$ cat src/rtl/ula_pkg.sv
`default_nettype none
// ============================================================================
// Package     : ula_pkg
// Description : Shared types and constants for the multi-byte 74181 sequencer.
//               Provides the controller state encoding, the common 74181
//               function-select codes, and the carry-in codes. The 74181 uses
//               an active-low carry convention.
// Revision    : 1.0 - initial release
// ============================================================================
package ula_pkg;

    typedef enum logic [1:0] {
        IDLE = 2'd0,
        RUN  = 2'd1,
        DONE = 2'd2
    } state_t;

    // Function-select codes for the 74181.
    // SUB uses m=0. XOR uses the same code with m=1.
    localparam logic [3:0] ULA_S_ADD = 4'b1001;
    localparam logic [3:0] ULA_S_SUB = 4'b0110;
    localparam logic [3:0] ULA_S_XOR = 4'b0110;

    // Carry-in codes. The carry is active-low.
    localparam logic ULA_CIN_NONE = 1'b1;
    localparam logic ULA_CIN_ONE  = 1'b0;

endpackage : ula_pkg
`default_nettype wire

$ cat src/rtl/ula_seq_ctrl.sv
`default_nettype none
// ============================================================================
// Module      : ula_seq_ctrl
// Description : Multi-byte sequencer for a shared 8-bit 74181 ALU. The block
//               latches an NBYTES-wide operation. It then drives the ALU one
//               byte per cycle, starting with the least significant byte. The
//               ALU carry-out of each byte feeds the carry-in of the next
//               byte. The block assembles the full result and reports the
//               final carry and the byte-wise equality.
// Revision    : 1.0 - initial release
//
// Parameters  : NBYTES      number of operand bytes (1..16)
// Macro       : ULA_SEQ_ABORT_EN  adds an 'abort' input. Asserting abort
//               during RUN returns the block to IDLE without a done pulse.
//
// Ports       : clk, rst              clock, synchronous active-high reset
//               start / ready         request handshake (accept = start&&ready)
//               op_a, op_b            operands, sampled on accept
//               op_s, op_m, op_c_in   ALU select, mode, initial carry (act-low)
//               done                  one-cycle pulse, results valid
//               result, c_out, eq     assembled result, top carry, equality
//               alu_a..alu_c_in       byte-wise drive to the ALU
//               alu_f, alu_c_out,
//               alu_a_eq_b            ALU responses (combinational)
// ============================================================================
module ula_seq_ctrl
    import ula_pkg::*;
#(
    parameter int NBYTES = 4
) (
    input  logic                  clk,
    input  logic                  rst,
    input  logic                  start,
`ifdef ULA_SEQ_ABORT_EN
    input  logic                  abort,
`endif
    output logic                  ready,
    input  logic [8*NBYTES-1:0]   op_a,
    input  logic [8*NBYTES-1:0]   op_b,
    input  logic [3:0]            op_s,
    input  logic                  op_m,
    input  logic                  op_c_in,
    output logic                  done,
    output logic [8*NBYTES-1:0]   result,
    output logic                  c_out,
    output logic                  eq,
    output logic [7:0]            alu_a,
    output logic [7:0]            alu_b,
    output logic [3:0]            alu_s,
    output logic                  alu_m,
    output logic                  alu_c_in,
    input  logic [7:0]            alu_f,
    input  logic                  alu_c_out,
    input  logic                  alu_a_eq_b
);

    localparam int              IDXW     = (NBYTES > 1) ? $clog2(NBYTES) : 1;
    localparam int              W        = 8 * NBYTES;
    localparam logic [IDXW-1:0] LAST_IDX = IDXW'(NBYTES - 1);

    state_t          r_state;
    logic [W-1:0]    r_a;
    logic [W-1:0]    r_b;
    logic [3:0]      r_s;
    logic            r_m;
    logic            r_carry;
    logic            r_eq_acc;
    logic [IDXW-1:0] r_idx;

    // The bit offset of the current byte.
    logic [IDXW+2:0] w_off;
    assign w_off = {r_idx, 3'b000};

    assign ready    = (r_state == IDLE) || (r_state == DONE);
    assign alu_a    = (r_state == RUN) ? r_a[w_off +: 8] : 8'h00;
    assign alu_b    = (r_state == RUN) ? r_b[w_off +: 8] : 8'h00;
    assign alu_s    = r_s;
    assign alu_m    = r_m;
    assign alu_c_in = r_carry;

    always_ff @(posedge clk) begin
        if (rst) begin
            r_state  <= IDLE;
            r_a      <= '0;
            r_b      <= '0;
            r_s      <= 4'h0;
            r_m      <= 1'b0;
            r_carry  <= ULA_CIN_NONE;
            r_eq_acc <= 1'b0;
            r_idx    <= '0;
            result   <= '0;
            c_out    <= 1'b1;
            eq       <= 1'b0;
            done     <= 1'b0;
        end else begin
            done <= 1'b0;
            case (r_state)
                IDLE, DONE: begin
                    if (start) begin
                        r_a      <= op_a;
                        r_b      <= op_b;
                        r_s      <= op_s;
                        r_m      <= op_m;
                        r_carry  <= op_c_in;
                        r_eq_acc <= 1'b1;
                        r_idx    <= '0;
                        r_state  <= RUN;
                    end else begin
                        r_state  <= IDLE;
                    end
                end
                RUN: begin
`ifdef ULA_SEQ_ABORT_EN
                    // An abort drops the current byte. The c_out and eq
                    // outputs keep their values from the previous operation.
                    if (abort) begin
                        r_state <= IDLE;
                        r_idx   <= '0;
                    end else
`endif
                    begin
                        result[w_off +: 8] <= alu_f;
                        r_carry            <= alu_c_out;
                        r_eq_acc           <= r_eq_acc & alu_a_eq_b;
                        if (r_idx == LAST_IDX) begin
                            r_idx   <= '0;
                            r_state <= DONE;
                            done    <= 1'b1;
                            c_out   <= alu_c_out;
                            eq      <= r_eq_acc & alu_a_eq_b;
                        end else begin
                            r_idx   <= r_idx + 1'b1;
                        end
                    end
                end
                default: r_state <= IDLE;
            endcase
        end
    end

endmodule : ula_seq_ctrl
`default_nettype wire

$ cat config.mk
export PLATFORM = sky130hd
export DESIGN_NAME = ula_seq_ctrl
export DESIGN_NICKNAME = d
export VERILOG_FILES = /design/src/rtl/ula_pkg.sv /design/src/rtl/ula_seq_ctrl.sv
export SDC_FILE = /design/constraint.sdc
export NUM_CORES = 1
export LEC_CHECK = 0
export ABC_AREA = 1
export CAP_MARGIN = 15
export CORE_MARGIN = 2
export CORE_UTILIZATION = 44
export CTS_BUF_LIST = sky130_fd_sc_hd__clkbuf_4 sky130_fd_sc_hd__clkbuf_8
export CTS_CLUSTER_DIAMETER = 80
export DETAILED_ROUTE_END_ITERATION = 16
export GPL_TIMING_DRIVEN = 1
export PLACE_DENSITY = 0.75
export SYNTH_ARGS = -nofsm -noshare
export SYNTH_HDL_FRONTEND = slang
export SYNTH_SLANG_ARGS = --single-unit
$ cat constraint.sdc
create_clock -name clk -period 5.4 [get_ports clk]
set_clock_uncertainty 0.05 [all_clocks]
set_input_delay 1.08 -clock clk [delete_from_list [all_inputs] [get_ports clk]]
set_output_delay 1.08 -clock clk [all_outputs]
set_load 0.05 [all_outputs]
# Word level (Yosys, flattened, before mapping)
# Index checks and enable logic that the tools add are counted.
dict set report word_totals {
  regBits 110
  wordCells 47
  in_bits 83
  output_inout_bits 58
}
dict set report classes {
  reduce_logical 8
  shift 4
  eq_ne 5
  addsub 2
  bitwise_logic 2
  muxes 14
}
# cell n
set op_table {}
lappend op_table {{indexed part select 32 x 6 -> 8 bit} 2}
lappend op_table {{bitwise mux 32 bit} 1}
lappend op_table {{variable shift 8 x 7 -> 32 bit (first input constant)} 1}
lappend op_table {{indexed part select 8 x 7 -> 32 bit} 1}
lappend op_table {{two-way mux 8 bit} 2}
lappend op_table {{one-hot mux 2 bit (2 select lines)} 2}
lappend op_table {{negation 5 -> 7 bit} 1}
lappend op_table {{two-way mux 2 bit} 3}
lappend op_table {{AND reduction 2 bit} 3}
lappend op_table {{equality test 2 bit (second input constant)} 2}
lappend op_table {{two-way mux 1 bit} 4}
lappend op_table {{one-hot mux 1 bit (2 select lines)} 2}
lappend op_table {{OR reduction 2 bit} 2}
lappend op_table {{adder 2 x 1 -> 2 bit (second input constant)} 1}
lappend op_table {{equality test 2 x 1 -> 1 bit (second input constant)} 1}
lappend op_table {{logical NOT 2 bit} 1}
lappend op_table {{inequality test 2 x 1 -> 1 bit (second input constant)} 1}
lappend op_table {{inequality test 2 bit (second input constant)} 1}
lappend op_table {{nonzero test 2 bit} 1}
lappend op_table {{AND 1 bit} 1}
lappend op_table {{logical OR 1 bit} 1}
lappend op_table {{NOT 1 bit} 1}

# Depth between registers and ports, before layout
# Gate-level depths: netlist of run 1.
dict set report logic_depth {
  depth_word 4
  ltp_mapped 9
}

# Worst setup path after synthesis of run 1
# Ideal clock, no wire load.
dict set report synth_timing {
  path_type {reg2out}
  start {register r_idx[0]}
  end {output port alu_b[6]}
  stages_incl_launch_ff 7
  arrival_ps 1698
  slack_ps 2572
  path_buffers 2
  cell_sequence {dfxtp_1 -> buf_4 -> buf_2 -> nor2_1 -> nor2_1 -> o21ai_0 -> a21oi_1}
}
dict set report synth_via {
  elab_chain_len 2
}
# element line
set synth_lines {}
lappend synth_lines {{start, declared} ula_seq_ctrl.sv:68} ;# logic [IDXW-1:0] r_idx;
lappend synth_lines {{start signal, assigned} ula_seq_ctrl.sv:132} ;# r_idx <= r_idx + 1'b1;
lappend synth_lines {{indexed part select 32 x 6 -> 8 bit} ula_seq_ctrl.sv:76} ;# assign alu_b = (r_state == RUN) ? r_b[w_off +: 8] : 8'h00;
lappend synth_lines {{two-way mux 8 bit} ula_seq_ctrl.sv:76}
lappend synth_lines {{end, declared} ula_seq_ctrl.sv:48} ;# output logic [7:0] alu_b,
# Every way passes these cells.

# Final worst setup path of run 1
dict set report layout_timing {
  start {register r_idx[0]}
  end {output port alu_a[7]}
}
dict set report layout_via {
  elab_chain_len 2
}
# element line
set layout_lines {}
lappend layout_lines {{indexed part select 32 x 6 -> 8 bit} ula_seq_ctrl.sv:75} ;# assign alu_a = (r_state == RUN) ? r_a[w_off +: 8] : 8'h00;
lappend layout_lines {{two-way mux 8 bit} ula_seq_ctrl.sv:75}
lappend layout_lines {{end, declared} ula_seq_ctrl.sv:47} ;# output logic [7:0] alu_a,
# Every way passes these cells.

==> out/qor.txt, run 1 <==
Status: complete, no violations
Pre-CTS setup slack: 1.61 ns
Actual slew at the worst max-slew pin: 0.795 ns
Netlist cell types: 24
DRT met1 WL: 5.07 mm
Longest Clk Path Bufs: 2
CTS tree: built
Post-synthesis net count: 740
Fin crit share: 0.777
Number of global-route vias before repair: 4421
# IOs: 141
Peak Freq: 238 MHz
Worst Path Required: 4.27 ns
Reg2reg end: result[17]$_SDFFE_PP0P_
DR DRC count: 0
Layout Utilization: 0.607
Die area: 0.0116 mm²
Core Region: 0.0104 mm²
Yosys top cell area share: 0.467
Final setup viols: 0
Mean area per synthesized cell: 7.24 µm²
Yosys reg bits: 110
Layout cells sized above 1: 0.0506
Max-cap check violation count: 0
Worst-path clk slew: 0.10 ns
R2r worst-path depth: 6
First-pass GRT wire length: 20.3 mm
Power density over the cells: 281 mW/mm²
Wire length on met3: 944 µm
Diode count: 0
Slew HR: 0.469
DR top layer: met4
Port Buffers: 140
Cts repair resizes: 0
Num CTS Buffers: 9
Initial Util: 0.455
Number of vias per cell: 5.04
Die Span Y: 108 µm
Via count: 4569
Tmin final: 4.20 ns
Final global-route overflow total: 0
Cell Area, Synth: 0.00472 mm²
Routed wl met2: 6.56 mm
Post-Route Setup TNS: 0 ns
Sink Count: 110
Leak: 2.36 nW
DRT iter0 DRCs: 268
Max VDD drop: 0.144 mV
H-tree depth: 3
Non-Filler Instances: 906
Post-route ant nets: 0
CTS root buf: clkbuf_8
Worst-path fanout max: 43
Worst setup path endpoint: alu_a[7]
Largest cells by area after synthesis: dfxtp_1, nor2_1, o21ai_0, nand2_1, a21oi_1
Worst setup SP type: flop
Register area share after synthesis: 0.467
Detailed Place HPWL: 9.08 mm
Post-route setup slack: 1.20 ns
Crit Path Class: flop to output pin
Nature of the critical path endpoint: output pin
Placed cell count: 889
GP Congestion: 0.893
Post-CTS Hold Fix Bufs: 0
R2R setup slack: 2.77 ns
# nets final: 854
# Post-CTS Setup Buffers: 0
Hold WC Path Type: flop to flop
Max-slew violation count: 0
CP startpoint: r_idx[0]$_SDFFE_PP0P_
Clk Latency, worst-skew pair: 0.37 ns
Synth Warn #: 0
Final WL: 12.7 mm
Syn Inst Count: 651
Most area-hungry cell type in the Yosys netlist: dfxtp_1
1st-pass router iterations: 5
Routed len/inst: 14.0 µm
# rows: 37
Largest net degree at the start of global routing: 73
Final hold viol count: 0
Syn-to-layout area delta: 33.5%
Initial antenna violation count: 0
Die Span X: 108 µm
Crit path DAT: 3.07 ns
R2r startpoint: r_idx[0]$_SDFFE_PP0P_
RSZ-0062 raised after global routing: no
Global Route Usage Sum: 0.221
-- layout make-up --
cell class | instances | area (µm²)
clock inverters | 6 | 68.8
inverters | 23 | 91.3
fillers | 987 | 4070
clock buffers | 10 | 138
well taps | 136 | 170
repair buffers | 144 | 1440
multi-input cells | 477 | 2180
flip-flops and latches | 110 | 2200
-- where the power goes --
part,switching (W),total (W),internal (W)
clock,0.000282,0.000512,0.000230
sequential,0.0000350,0.000896,0.000861
combinational,0.000220,0.000363,0.000143
-- synth_stat cells --
library cell and n:
o21ai_0 90, dfxtp_1 110, nand4_1 9, clkbuf_1 9, ha_1 6, nand2_1 73, inv_1 18, nor2_2 1
buf_4 12, nand2_4 1, o21ai_1 14, a21oi_1 54, clkbuf_2 8, inv_2 3, buf_1 2, nor2_1 214
nor3_2 5, nand3_1 2, buf_6 3, inv_4 2, nor2_4 4, o21a_1 1, nand3_4 3, buf_2 7
-- per-stage QoR --
stage | hold slack [ns] | power [W] | cell area [µm²]
final | 0.422 | 0.00177 | 6300
after global routing | 0.441 | 0.00186 | 6300
after CTS | 0.424 | 0.00177 | 6280
after detailed placement | 0.408 | 0.00128 | 6070
after global placement | 0.406 | 0.00127 | 6070
after floorplan | 0.399 | 0.00115 | 4720
-- logic make-up (layout without fill, tap and decap cells) --
| logic type | after synthesis | after routing | synth area share |
|---|---|---|---|
| AND/OR/NAND/NOR | 312 | 312 | 0.278 |
| AO/OA/AOI/OAI | 159 | 159 | 0.169 |
| flip-flops | 110 | 110 | 0.467 |
| buffers and inverters | 64 | 183 | 0.0703 |
| adder cells (fa/ha/maj) | 6 | 6 | 0.0159 |
-- registers in the layout, summed over array words and instances (netlist names), 2 cells and up --
register  count
alu_s         4
r_a          32
r_b          32
r_idx         2
r_state       2
result       32
-- layout by cell type (no fill, tap or decap), drive strengths merged --
| master | count |
|---|---|
| o21a | 1 |
| ha | 6 |
| dfxtp | 110 |
| o21ai | 104 |
| nand3 | 5 |
| nand2 | 74 |
| inv | 23 |
| nor3 | 5 |
| clkinv | 4 |
| buf | 4 |
| bufinv | 1 |
| clkinvlp | 1 |
| nand4 | 9 |
| nor2 | 219 |
| a21oi | 54 |
| clkbuf | 10 |
| clkdlybuf4s50 | 140 |
-- worst min path at each step --
| stage | start | endpoint | slack [ns] | cells past startpoint |
|---|---|---|---|---|
| after detailed placement | result[20]$_SDFFE_PP0P_ | result[20]$_SDFFE_PP0P_ | 0.41 | 2 |
| final | result[18]$_SDFFE_PP0P_ | result[18]$_SDFFE_PP0P_ | 0.42 | 2 |
| after floorplan | r_a[11]$_SDFFE_PP0P_ | r_a[11]$_SDFFE_PP0P_ | 0.40 | 2 |
| after global placement | result[22]$_SDFFE_PP0P_ | result[22]$_SDFFE_PP0P_ | 0.41 | 2 |
| after CTS | result[18]$_SDFFE_PP0P_ | result[18]$_SDFFE_PP0P_ | 0.42 | 2 |
| after global routing | result[10]$_SDFFE_PP0P_ | result[10]$_SDFFE_PP0P_ | 0.44 | 2 |
-- routing by layer --
| layer | vias up | GRT usage |
|---|---|---|
| met3 | 12 | 0.0587 |
| met2 | 153 | 0.405 |
| met1 | 2078 | 0.254 |
| met5 | - | 0 |
| met4 | 0 | 0.0568 |
| li1 | 2326 | - |
-- worst max-delay path: stages, from the launching register on --
cell	delay, ns
dfxtp_1	0.84
inv_2	0.51
o21ai_0	0.45
a21oi_1	0.16
clkdlybuf4s50_1	0.74
Power figures use the tool's default switching activity.
==> run 2, diff against run 1 <==
--- a/config.mk
+++ b/config.mk
@@ -13,7 +13,7 @@
 export CTS_CLUSTER_DIAMETER = 80
 export DETAILED_ROUTE_END_ITERATION = 16
 export GPL_TIMING_DRIVEN = 1
-export PLACE_DENSITY = 0.75
+export PLACE_DENSITY = 0.78
 export SYNTH_ARGS = -nofsm -noshare
 export SYNTH_HDL_FRONTEND = slang
 export SYNTH_SLANG_ARGS = --single-unit
==> constraint.sdc (replaced) <==
create_clock -name clk -period 3.4 [get_ports clk]
set_clock_uncertainty 0.05 [all_clocks]
set_input_delay 0.68 -clock clk [delete_from_list [all_inputs] [get_ports clk]]
set_output_delay 0.68 -clock clk [all_outputs]
set_load 0.05 [all_outputs]
==> run 2 against run 1 <==
Power is 59% higher. Critical endpoint is now alu_a[2]. Global-route usage is 0.58 points lower. Highest routed layer unchanged. Largest power group unchanged. Clock power is 61% higher. Via count decreased by 0.24%. Critical path type unchanged. Count of clock-buffer cells in the layout is 2 higher. Sequential cell count unchanged. Combinational power grew 57%. Hold slack improved by 0.0016 ns.
==> out/qor.txt, run 2 (same netlist as run 1, synthesis figures left out) <==
Status: complete, no violations
Worst path bufs/invs: 3
Final hold viol count: 0
Die Span X: 108 µm
Wire length on met3: 841 µm
Fin crit share: 0.891
Largest net degree at the start of global routing: 73
Longest Clk Path Bufs: 2
CP max-delay cell: dfxtp_1
DR DRC count: 0
Initial antenna violation count: 0
Hold WC Path Type: flop to flop
Commonest non-fill, non-tap cell in the layout: nor2_1
R2R setup slack: 0.86 ns
Via count: 4558
Final WL: 12.4 mm
Num CTS Buffers: 9
Routed len/inst: 13.7 µm
Nature of the critical path endpoint: output pin
CP startpoint: r_idx[0]$_SDFFE_PP0P_
Max VDD drop: 0.210 mV
Tmin final: 3.03 ns
# rows: 37
Slew HR: 0.501
First-pass GRT wire length: 19.8 mm
Slowest stage delay, CP: 0.77 ns
R2r startpoint: r_idx[0]$_SDFFE_PP0P_
Hold Crit Depth: 2
Detailed Place HPWL: 9.03 mm
Die Span Y: 108 µm
Worst-path fanout max: 29
Reg2reg end: result[4]$_SDFFE_PP0P_
Hold wc startpoint: result[24]$_SDFFE_PP0P_
Power density over the cells: 450 mW/mm²
Post-Route Setup TNS: 0 ns
DRT met1 WL: 5.20 mm
Worst hold endpoint: result[24]$_SDFFE_PP0P_
Regs by FF count: r_a: 32 flops, r_b: 32 flops, result: 32 flops
CTS tree: built
Pre-CTS setup slack: 0.802 ns
Worst-path clk slew: 0.10 ns
Global Route Usage Sum: 0.216
Placed cell count: 892
Commonest cells after routing, fill and taps aside: nor2_1, clkdlybuf4s50_1, dfxtp_1
1st-pass router iterations: 5
# Post-CTS Setup Buffers: 0
Non-Filler Instances: 908
RSZ-0062 raised after global routing: no
Die area: 0.0116 mm²
# nets final: 856
Worst setup SP type: flop
Worst Path Required: 2.67 ns
Port Buffers: 140
Worst-path cell chain: inv_2 > buf_4 > o21ai_0 > a21oi_1 > buf_4
Crit path DAT: 2.30 ns
Crit Path Class: flop to output pin
GP Congestion: 0.881
Syn-to-layout area delta: 32.8%
Initial Util: 0.455
Delay-heaviest family, CP: buffers and inverters
Actual slew at the worst max-slew pin: 0.747 ns
Sink Count: 110
# IOs: 141
H-tree depth: 3
Max-cap check violation count: 0
Max-slew violation count: 0
Peak Freq: 330 MHz
Hold_ws: 0.424 ns
Post-route setup slack: 0.371 ns
Core Region: 0.0104 mm²
Post-route ant nets: 0
Diode count: 0
Number of vias per cell: 5.02
R2r worst-path depth: 6
Post-CTS Hold Fix Bufs: 0
Leak: 2.40 nW
Cts repair resizes: 0
Layout cells sized above 1: 0.0738
CTS root buf: clkbuf_8
Most common cell on crit path: buf_4
Final setup viols: 0
DRT iter0 DRCs: 222
Final global-route overflow total: 0
Total power: 0.00282 W
Clk Latency, worst-skew pair: 0.36 ns
Routed wl met2: 6.06 mm
Number of global-route vias before repair: 4340
DR top layer: met4
## run 2: cell types whose count changed in the layout (fill, tap and decap cells not counted)
cell / change
buf_12: -1
clkdlybuf4s50_1: -16
clkbuf_8: +1
clkinvlp_4: +1
clkinv_4: -2
buf_4: +19
clkinv_2: -1
clkbuf_4: +1
## run 2: worst max path at each step
stage	endpoint	slack [ns]	cells past startpoint
2_1_floorplan	alu_b[6]	0.97	6
3_3_place_gp	alu_a[2]	0.86	5
3_5_place_dp	alu_a[7]	0.80	5
4_1_cts	alu_a[7]	0.40	5
5_1_grt	alu_a[2]	0.17	5
6_report	alu_a[2]	0.37	5
## run 2: layout make-up
| type | instances | area [µm²] |
|---|---|---|
| Tap cell | 136 | 170 |
| Sequential cell | 110 | 2200 |
| Clock inverter | 4 | 53.8 |
| Fill cell | 934 | 4110 |
| Timing Repair Buffer | 146 | 1410 |
| Inverter | 23 | 91.3 |
| Clock buffer | 12 | 159 |
| Multi-Input combinational cell | 477 | 2180 |
## run 2: worst reg2reg max path: cells and delay by family (launching register included)
kind,cells,cell delay (ns)
AO/OA/AOI/OAI,1,0.17
adder cells (fa/ha/maj),1,0.38
buffers and inverters,2,0.65
flip-flops,1,0.77
AND/OR/NAND/NOR,2,0.45
## run 2: power by group
part	leakage (nW)	switching [W]	total, W	internal (W)
Sequential	0.904	0.0000548	0.00142	0.00137
Clock	0.103	0.000433	0.000826	0.000392
Combinational	1.39	0.000347	0.000570	0.000223
Total	2.40	0.000836	0.00282	0.00198
## run 2: layer usage
layer  vias to the layer above  track usage
li1                       2329            -
met1                      2017        0.257
met2                       183        0.372
met3                        29       0.0418
met4                         0       0.0989
met5                         -            0
## run 2: stage by stage
| stage | area, µm² | utilization |
|---|---|---|
| 2_1_floorplan | 4720 | - |
| 3_3_place_gp | 6050 | 0.584 |
| 3_5_place_dp | 6050 | 0.584 |
| 4_1_cts | 6260 | 0.604 |
| 5_1_grt | 6260 | 0.604 |
| 6_report | 6260 | 0.604 |
==> run 3, diff against run 2 <==
--- a/config.mk
+++ b/config.mk
@@ -14,6 +14,7 @@
 export DETAILED_ROUTE_END_ITERATION = 16
 export GPL_TIMING_DRIVEN = 1
 export PLACE_DENSITY = 0.78
+export SLEW_MARGIN = 20
 export SYNTH_ARGS = -nofsm -noshare
 export SYNTH_HDL_FRONTEND = slang
 export SYNTH_SLANG_ARGS = --single-unit
==> results of run 3 <==
Final layout, timing and power as in run 2 (identical DEF).
